## src/rtl/id_stage_pipe.sv

```systemverilog
// -----------------------------------------------------------------------------
// id_stage_pipe
// Pipelined RV32I decode stage. Decodes the incoming instruction, reads the
// register file, builds the sign-extended immediate and registers everything
// into the ID/EX pipeline register. Valid/ready handshakes are used on both the
// fetch side and the execute side. It also stalls on load-use hazards,
// supports flush, and flags unknown opcodes.
//
// Optional build macro:
//   ID_WB_BYPASS_EN - when defined, a same-cycle write-back to a source register
//                     is forwarded into the captured operand (write-through).
//                     When undefined, the pre-write register value is captured,
//                     and EX forwarding must resolve the case.
//
// Ports:
//   clk, rst            clock (rising edge), asynchronous active-low reset
//   if_valid/if_ready   fetch handshake
//   if_inst, if_pc      instruction word and its PC
//   wb_regwrite/wb_rd/wb_data   register-file write port
//   flush               squash ID/EX entry and the incoming instruction
//   ex_ready/ex_valid   execute-side handshake
//   ex_pc, ex_rs1_data, ex_rs2_data, ex_imm            registered data
//   ex_rs1, ex_rs2, ex_rd, ex_funct3, ex_inst30        registered fields
//   ex_ctrl             [10]branch [9]memread [8]memtoreg [7:6]aluop
//                       [5]memwrite [4]alusrc [3]regwrite [2]aluinputpc
//                       [1]getpcplus4 [0]alu2pc
//   ex_illegal          registered unknown-opcode flag
// -----------------------------------------------------------------------------
module id_stage_pipe #(
    parameter int XLEN       = 32,
    parameter int NUM_REGS   = 32,
    parameter int REG_ADDR_W = 5
) (
    input  logic                  clk,
    input  logic                  rst,
    input  logic                  if_valid,
    output logic                  if_ready,
    input  logic [XLEN-1:0]       if_inst,
    input  logic [XLEN-1:0]       if_pc,
    input  logic                  wb_regwrite,
    input  logic [REG_ADDR_W-1:0] wb_rd,
    input  logic [XLEN-1:0]       wb_data,
    input  logic                  flush,
    input  logic                  ex_ready,
    output logic                  ex_valid,
    output logic [XLEN-1:0]       ex_pc,
    output logic [XLEN-1:0]       ex_rs1_data,
    output logic [XLEN-1:0]       ex_rs2_data,
    output logic [XLEN-1:0]       ex_imm,
    output logic [REG_ADDR_W-1:0] ex_rs1,
    output logic [REG_ADDR_W-1:0] ex_rs2,
    output logic [REG_ADDR_W-1:0] ex_rd,
    output logic [2:0]            ex_funct3,
    output logic                  ex_inst30,
    output logic [10:0]           ex_ctrl,
    output logic                  ex_illegal
);

    localparam int IDX_W = (NUM_REGS > 1) ? $clog2(NUM_REGS) : 1;
    localparam logic [REG_ADDR_W:0] NREGS = (REG_ADDR_W+1)'(NUM_REGS);

    localparam logic [6:0] OP_R      = 7'b0110011;
    localparam logic [6:0] OP_IMM    = 7'b0010011;
    localparam logic [6:0] OP_LOAD   = 7'b0000011;
    localparam logic [6:0] OP_STORE  = 7'b0100011;
    localparam logic [6:0] OP_BRANCH = 7'b1100011;
    localparam logic [6:0] OP_JAL    = 7'b1101111;
    localparam logic [6:0] OP_JALR   = 7'b1100111;
    localparam logic [6:0] OP_AUIPC  = 7'b0010111;
    localparam logic [6:0] OP_LUI    = 7'b0110111;

    localparam logic [10:0] CTRL_R      = 11'h088;
    localparam logic [10:0] CTRL_IMM    = 11'h0D8;
    localparam logic [10:0] CTRL_LOAD   = 11'h318;
    localparam logic [10:0] CTRL_STORE  = 11'h030;
    localparam logic [10:0] CTRL_BRANCH = 11'h440;
    localparam logic [10:0] CTRL_JAL    = 11'h40A;
    localparam logic [10:0] CTRL_JALR   = 11'h01B;
    localparam logic [10:0] CTRL_AUIPC  = 11'h01C;
    localparam logic [10:0] CTRL_LUI    = 11'h018;

    logic [XLEN-1:0] regs [NUM_REGS];

    logic                  wb_hit;
    logic [6:0]            opcode;
    logic [REG_ADDR_W-1:0] rs1_idx;
    logic [REG_ADDR_W-1:0] rs2_idx;
    logic [REG_ADDR_W-1:0] rd_idx;
    logic [10:0]           ctrl;
    logic                  illegal;
    logic                  uses_rs1;
    logic                  uses_rs2;
    logic signed [31:0]    imm32;
    logic [XLEN-1:0]       imm;
    logic [XLEN-1:0]       rs1_data;
    logic [XLEN-1:0]       rs2_data;
    logic                  hazard;
    logic                  advance;

    logic                  vld_p1;
    logic [XLEN-1:0]       pc_p1;
    logic [XLEN-1:0]       rs1_data_p1;
    logic [XLEN-1:0]       rs2_data_p1;
    logic [XLEN-1:0]       imm_p1;
    logic [REG_ADDR_W-1:0] rs1_p1;
    logic [REG_ADDR_W-1:0] rs2_p1;
    logic [REG_ADDR_W-1:0] rd_p1;
    logic [2:0]            funct3_p1;
    logic                  inst30_p1;
    logic [10:0]           ctrl_p1;
    logic                  illegal_p1;

    function automatic logic in_range(input logic [REG_ADDR_W-1:0] a);
        return ({1'b0, a} < NREGS);
    endfunction

    // x0 and non-existent registers (e.g. x16..x31 on RV32E) read as zero.
    function automatic logic [XLEN-1:0] rf_read(input logic [REG_ADDR_W-1:0] a);
        logic [XLEN-1:0] v;
        v = '0;
        if (a != '0 && in_range(a))
            v = regs[a[IDX_W-1:0]];
`ifdef ID_WB_BYPASS_EN
        if (wb_hit && wb_rd == a)
            v = wb_data;
`endif
        return v;
    endfunction

    assign wb_hit = wb_regwrite && (wb_rd != '0) && in_range(wb_rd);

    always_ff @(posedge clk or negedge rst) begin
        if (!rst) begin
            for (int i = 0; i < NUM_REGS; i++)
                regs[i] <= '0;
        end else if (wb_hit) begin
            regs[wb_rd[IDX_W-1:0]] <= wb_data;
        end
    end

    // ---- ID stage (p0): combinational decode of if_inst ----
    always_comb begin
        opcode   = if_inst[6:0];
        rd_idx   = if_inst[11:7];
        rs1_idx  = if_inst[19:15];
        rs2_idx  = if_inst[24:20];
        ctrl     = '0;
        illegal  = 1'b0;
        uses_rs1 = 1'b0;
        uses_rs2 = 1'b0;
        imm32    = '0;
        case (opcode)
            OP_R: begin
                ctrl     = CTRL_R;
                uses_rs1 = 1'b1;
                uses_rs2 = 1'b1;
            end
            OP_IMM: begin
                ctrl     = CTRL_IMM;
                uses_rs1 = 1'b1;
                imm32    = {{20{if_inst[31]}}, if_inst[31:20]};
            end
            OP_LOAD: begin
                ctrl     = CTRL_LOAD;
                uses_rs1 = 1'b1;
                imm32    = {{20{if_inst[31]}}, if_inst[31:20]};
            end
            OP_STORE: begin
                ctrl     = CTRL_STORE;
                uses_rs1 = 1'b1;
                uses_rs2 = 1'b1;
                imm32    = {{20{if_inst[31]}}, if_inst[31:25], if_inst[11:7]};
            end
            OP_BRANCH: begin
                ctrl     = CTRL_BRANCH;
                uses_rs1 = 1'b1;
                uses_rs2 = 1'b1;
                imm32    = {{19{if_inst[31]}}, if_inst[31], if_inst[7],
                            if_inst[30:25], if_inst[11:8], 1'b0};
            end
            OP_JAL: begin
                ctrl  = CTRL_JAL;
                imm32 = {{11{if_inst[31]}}, if_inst[31], if_inst[19:12],
                         if_inst[20], if_inst[30:21], 1'b0};
            end
            OP_JALR: begin
                ctrl     = CTRL_JALR;
                uses_rs1 = 1'b1;
                imm32    = {{20{if_inst[31]}}, if_inst[31:20]};
            end
            OP_AUIPC: begin
                ctrl  = CTRL_AUIPC;
                imm32 = {if_inst[31:12], 12'b0};
            end
            OP_LUI: begin
                ctrl    = CTRL_LUI;
                rs1_idx = '0;    // upper bits of the immediate, not a source
                imm32   = {if_inst[31:12], 12'b0};
            end
            default: illegal = 1'b1;
        endcase
    end

    assign imm      = XLEN'(imm32);
    assign rs1_data = rf_read(rs1_idx);
    assign rs2_data = rf_read(rs2_idx);

    // A load in EX cannot forward in time for its consumer: insert one bubble.
    assign hazard  = vld_p1 && ctrl_p1[9] && (rd_p1 != '0) &&
                     ((uses_rs1 && rs1_idx == rd_p1) ||
                      (uses_rs2 && rs2_idx == rd_p1));
    assign advance = !vld_p1 || ex_ready;
    // During flush the offered instruction is consumed (and dropped).
    assign if_ready = flush || (advance && !hazard);

    // ---- ID/EX boundary (p1) ----
    always_ff @(posedge clk or negedge rst) begin
        if (!rst) begin
            vld_p1      <= 1'b0;
            pc_p1       <= '0;
            rs1_data_p1 <= '0;
            rs2_data_p1 <= '0;
            imm_p1      <= '0;
            rs1_p1      <= '0;
            rs2_p1      <= '0;
            rd_p1       <= '0;
            funct3_p1   <= '0;
            inst30_p1   <= 1'b0;
            ctrl_p1     <= '0;
            illegal_p1  <= 1'b0;
        end else if (flush) begin
            vld_p1 <= 1'b0;
        end else if (advance) begin
            if (hazard || !if_valid) begin
                vld_p1 <= 1'b0;
            end else begin
                vld_p1      <= 1'b1;
                pc_p1       <= if_pc;
                rs1_data_p1 <= rs1_data;
                rs2_data_p1 <= rs2_data;
                imm_p1      <= imm;
                rs1_p1      <= rs1_idx;
                rs2_p1      <= rs2_idx;
                rd_p1       <= rd_idx;
                funct3_p1   <= if_inst[14:12];
                inst30_p1   <= if_inst[30];
                ctrl_p1     <= ctrl;
                illegal_p1  <= illegal;
            end
        end
    end

    assign ex_valid    = vld_p1;
    assign ex_pc       = pc_p1;
    assign ex_rs1_data = rs1_data_p1;
    assign ex_rs2_data = rs2_data_p1;
    assign ex_imm      = imm_p1;
    assign ex_rs1      = rs1_p1;
    assign ex_rs2      = rs2_p1;
    assign ex_rd       = rd_p1;
    assign ex_funct3   = funct3_p1;
    assign ex_inst30   = inst30_p1;
    assign ex_ctrl     = ctrl_p1;
    assign ex_illegal  = illegal_p1;

endmodule

```

## config.mk

```make
export PLATFORM = sky130hd
export DESIGN_NAME = id_stage_pipe
export DESIGN_NICKNAME = d
export VERILOG_FILES = /design/src/rtl/id_stage_pipe.sv
export SDC_FILE = /design/constraint.sdc
export NUM_CORES = 2
export LEC_CHECK = 0
export CAP_MARGIN = 30
export CORE_MARGIN = 2
export CORE_UTILIZATION = 46
export DETAILED_ROUTE_END_ITERATION = 8
export PLACE_DENSITY = 0.6
export SYNTH_ARGS = -nofsm -noshare
export SYNTH_HDL_FRONTEND = slang
export SYNTH_SLANG_ARGS = --single-unit
```

## constraint.sdc

```tcl
create_clock -name clk -period 2.8 [get_ports clk]
set_input_delay 0.42 -clock clk [delete_from_list [all_inputs] [get_ports clk]]
set_output_delay 0.42 -clock clk [all_outputs]
set_load 0.05 [all_outputs]
```

==> impl_metrics.json <==
{
  "outcome": "complete, but fails checks",
  "violations": "setup timing",
  "peakVddDrop_v": 0.000670,
  "cts-root-buf": "clkbuf_16",
  "grt_pass1_wl_mm": 322,
  "slew_viol_final": 0,
  "finalWeightedCongestion": 0.901,
  "pre_cts_ws_ps": -283,
  "ys_types": 65,
  "grt-ovfl-total": 0,
  "synth_edf_count": 0,
  "arrival_ps": 2410,
  "antenna_found_initial": 14,
  "syn_to_final_growth_pct": 21.5,
  "row_count": 135,
  "fp.coreArea_sq_mm": 0.135,
  "worstHoldPathCells": 3,
  "p_leak_uw": 0.0330,
  "period_share_pct": 101,
  "cpMostUsedCell": "buf_4",
  "die_w_um": 372,
  "fin_ws_ps": -28.6,
  "cts_tree": "done",
  "die_h_um": 372,
  "pwr_density_cell_mw_per_mm2": 729,
  "numCtsBuffers": 135,
  "drt-total-wl_mm": 220,
  "synth_area_leader_cell": "dfrtp_1",
  "worst_pin_slew_ps": 1020,
  "finalHoldViolCount": 0,
  "post-route-drc-count": 0,
  "synth_ff_type": "dfrtp_1",
  "drive_gt1_share_pct": 44.4,
  "yosysWarnings": 0,
  "port_buffers": 267,
  "track_usage_pct": 31.8,
  "max_slew_margin_pct": 32.0,
  "required_ps": 2380,
  "syn_nets": 4830,
  "first_iter_violations": 4957,
  "drt_first_pass_iters": 6,
  "drv_cap": 0,
  "path_class": "in2out",
  "async_flop_share_pct": 100,
  "grt_pass1_vias": 45800,
  "dpl_cell_area_sq_mm": 0.0713,
  "crit_slowest_cell": "clkdlybuf4s50_1",
  "vias_per_cell": 6.56,
  "postLayoutCellArea_sq_mm": 0.0759,
  "cp-end-kind": "primary output",
  "vias": 45600,
  "grt_max_degree": 90,
  "yosysMostFrequentCell": "dfrtp_1",
  "ios": 268,
  "htree_levels": 4,
  "crit_start": "if_inst[3]",
  "fin_crit_ps": 2830,
  "rrSetupSlack_ps": 280,
  "ys_ff_latch": 1183,
  "avgSynthCellArea_sq_um": 13.2,
  "nets": 5176,
  "die_area_sq_mm": 0.139,
  "synth_area_sq_mm": 0.0624,
  "clk_latency_ps": 780,
  "syn_inst": 4723,
  "power_uw": 55300,
  "setup_viol": 1,
  "dp_hpwl_mm": 139,
  "cpPeakStageDelay_ps": 510,
  "timing.rr.end": "ex_rs2[4]",
  "cts_buffer_depth": 3,
  "clk_pin_slew_ps": 60,
  "hold_path.class": "in2reg",
  "fin_skew_ps": 24.3,
  "synth_top_area_share_pct": 47.4,
  "start_util_pct": 46.2,
  "path_cells": "clkdlybuf4s50_1 > nand3b_1 > buf_4 > buf_4 > o22ai_2 > a22oi_2 > nor3_2 > o21ai_1 > a21o_1 > buf_12",
  "finalHoldWorstSlack_ps": 49.1,
  "ant_nets": 0,
  "cts.sinks": 1183,
  "netlist_top_cells_area": "dfrtp_1 (47%), mux2_2 (21%), mux4_2 (13%)",
  "yosysSeqAreaShare_pct": 47.4,
  "grt_setup_unrepaired": "yes",
  "endpoint": "if_ready",
  "cp_max_fo": 6,
  "startpoint_type": "input pin",
  "max_freq_ghz": 0.354,
  "worst_r2r_startpoint": "ex_rd[3]",
  "r2r_cells": 10,
  "ys_top_cells_by_count": "dfrtp_1 (1183), mux2_2 (1137), clkbuf_1 (365), mux4_2 (354), a21oi_1 (182)",
  "post_drt_wl_per_cell_um": 31.6
}
==> worst max-delay path, delay by kind of cell <==
| family | cells | cell delay (ps) |
|---|---|---|
| AO/OA/AOI/OAI | 4 | 750 |
| buffers and inverters | 4 | 1050 |
| AND/OR/NAND/NOR | 2 | 200 |
==> logic make-up after synthesis <==
group           Yosys count  synth area share (%)
buf+inv                 546                  3.57
compound gates          798                  9.22
mux                    1647                  35.8
xor+xnor                  8                 0.112
simple gates            541                  3.87
flops                  1183                  47.4
==> sequential cells by signal, indices dropped and copies added (netlist names) <==
| register | cells |
|---|---|
| regs | 1024 |
| ex_imm | 32 |
| ex_pc | 32 |
| ex_rs1_data | 32 |
| ex_rs2_data | 32 |
| ex_ctrl | 10 |
| ex_rd | 5 |
| ex_rs1 | 5 |
| ex_rs2 | 5 |
| ex_funct3 | 3 |
| ex_illegal | 1 |
| ex_inst30 | 1 |
| ex_valid | 1 |
==> routing by layer <==
metal | global-route usage (%) | vias up | part of all wire (%)
met1 | 44.8 | 24100 | 42
li1 | - | 18700 | -
met3 | 6.42 | 516 | 8.5
met2 | 48.2 | 2283 | 45
met4 | 12.8 | 16 | 4.2
met5 | 0 | - | 0.043
==> power by group <==
part / internal [uW] / switching (uW)
clock: 10400 / 7390
combinational: 7230 / 6980
sequential: 20500 / 2780
total: 38100 / 17200
==> how the worst min path moves through the flow <==
stage / startpoint / endpoint
3_3_place_gp: rst / regs[981]
4_1_cts: if_inst[15] / ex_rs1[0]
3_5_place_dp: rst / regs[981]
6_report: if_inst[15] / ex_rs1[0]
2_1_floorplan: rst / ex_ctrl[0]
5_1_grt: if_inst[15] / ex_rs1[0]
==> final cells by class <==
class	instances	area, sq um
well taps	1781	2230
flip-flops and latches	1183	29600
fillers	11100	59300
clock inverters	42	454
inverters	5	18.8
multi-input cells	2994	31000
diodes	3	7.51
clock buffers	196	3940
repair buffers	750	8600
==> through the flow <==
| stage | util [%] | TNS, ps | cells |
|---|---|---|---|
| detailed placement | 52.7 | -26530 | 6701 |
| global route | 56.1 | -83.9 | 6953 |
| global placement | 52.7 | -22260 | 6701 |
| CTS | 56.1 | 0 | 6948 |
| finish | 56.1 | -28.6 | 6954 |
| floorplan | - | 0 | 4723 |
==> layout by cell type (no fill, tap or decap), types with 5 or more instances in the layout <==
cell and count:
mux4_2 354, inv_6 7, mux2i_1 156, a21oi_1 180, a221oi_1 32, buf_12 182
o31ai_1 36, nand2_4 6, a211oi_1 31, nand2_1 142, mux2_2 1137, inv_1 5
nand2_2 12, nor3b_1 5, buf_4 303, clkdlybuf4s50_1 254, a21o_1 63, clkinv_2 23
nand3b_1 9, nor2_1 159, o41ai_2 32, o22ai_1 32, o21ai_0 139, o221ai_1 61
nor2_4 20, clkbuf_8 25, bufinv_16 7, a2bb2oi_1 30, a22oi_1 36, dfrtp_1 1179
xnor2_1 5, o31a_1 30, clkbuf_16 139, nand3_1 113, clkbuf_1 32, nor2b_1 5
a32o_1 30, o32ai_1 30, nor3_1 36
==> timing repair <==
item,in CTS,in global routing
endpoints found under the hold margin,115,0
pin swaps,8,6
hold buffers,2,0
setup endpoints to repair,1,1
resized for setup,8,12
buffers inserted,7,3
No activity file was read; power rests on OpenSTA's default activity.
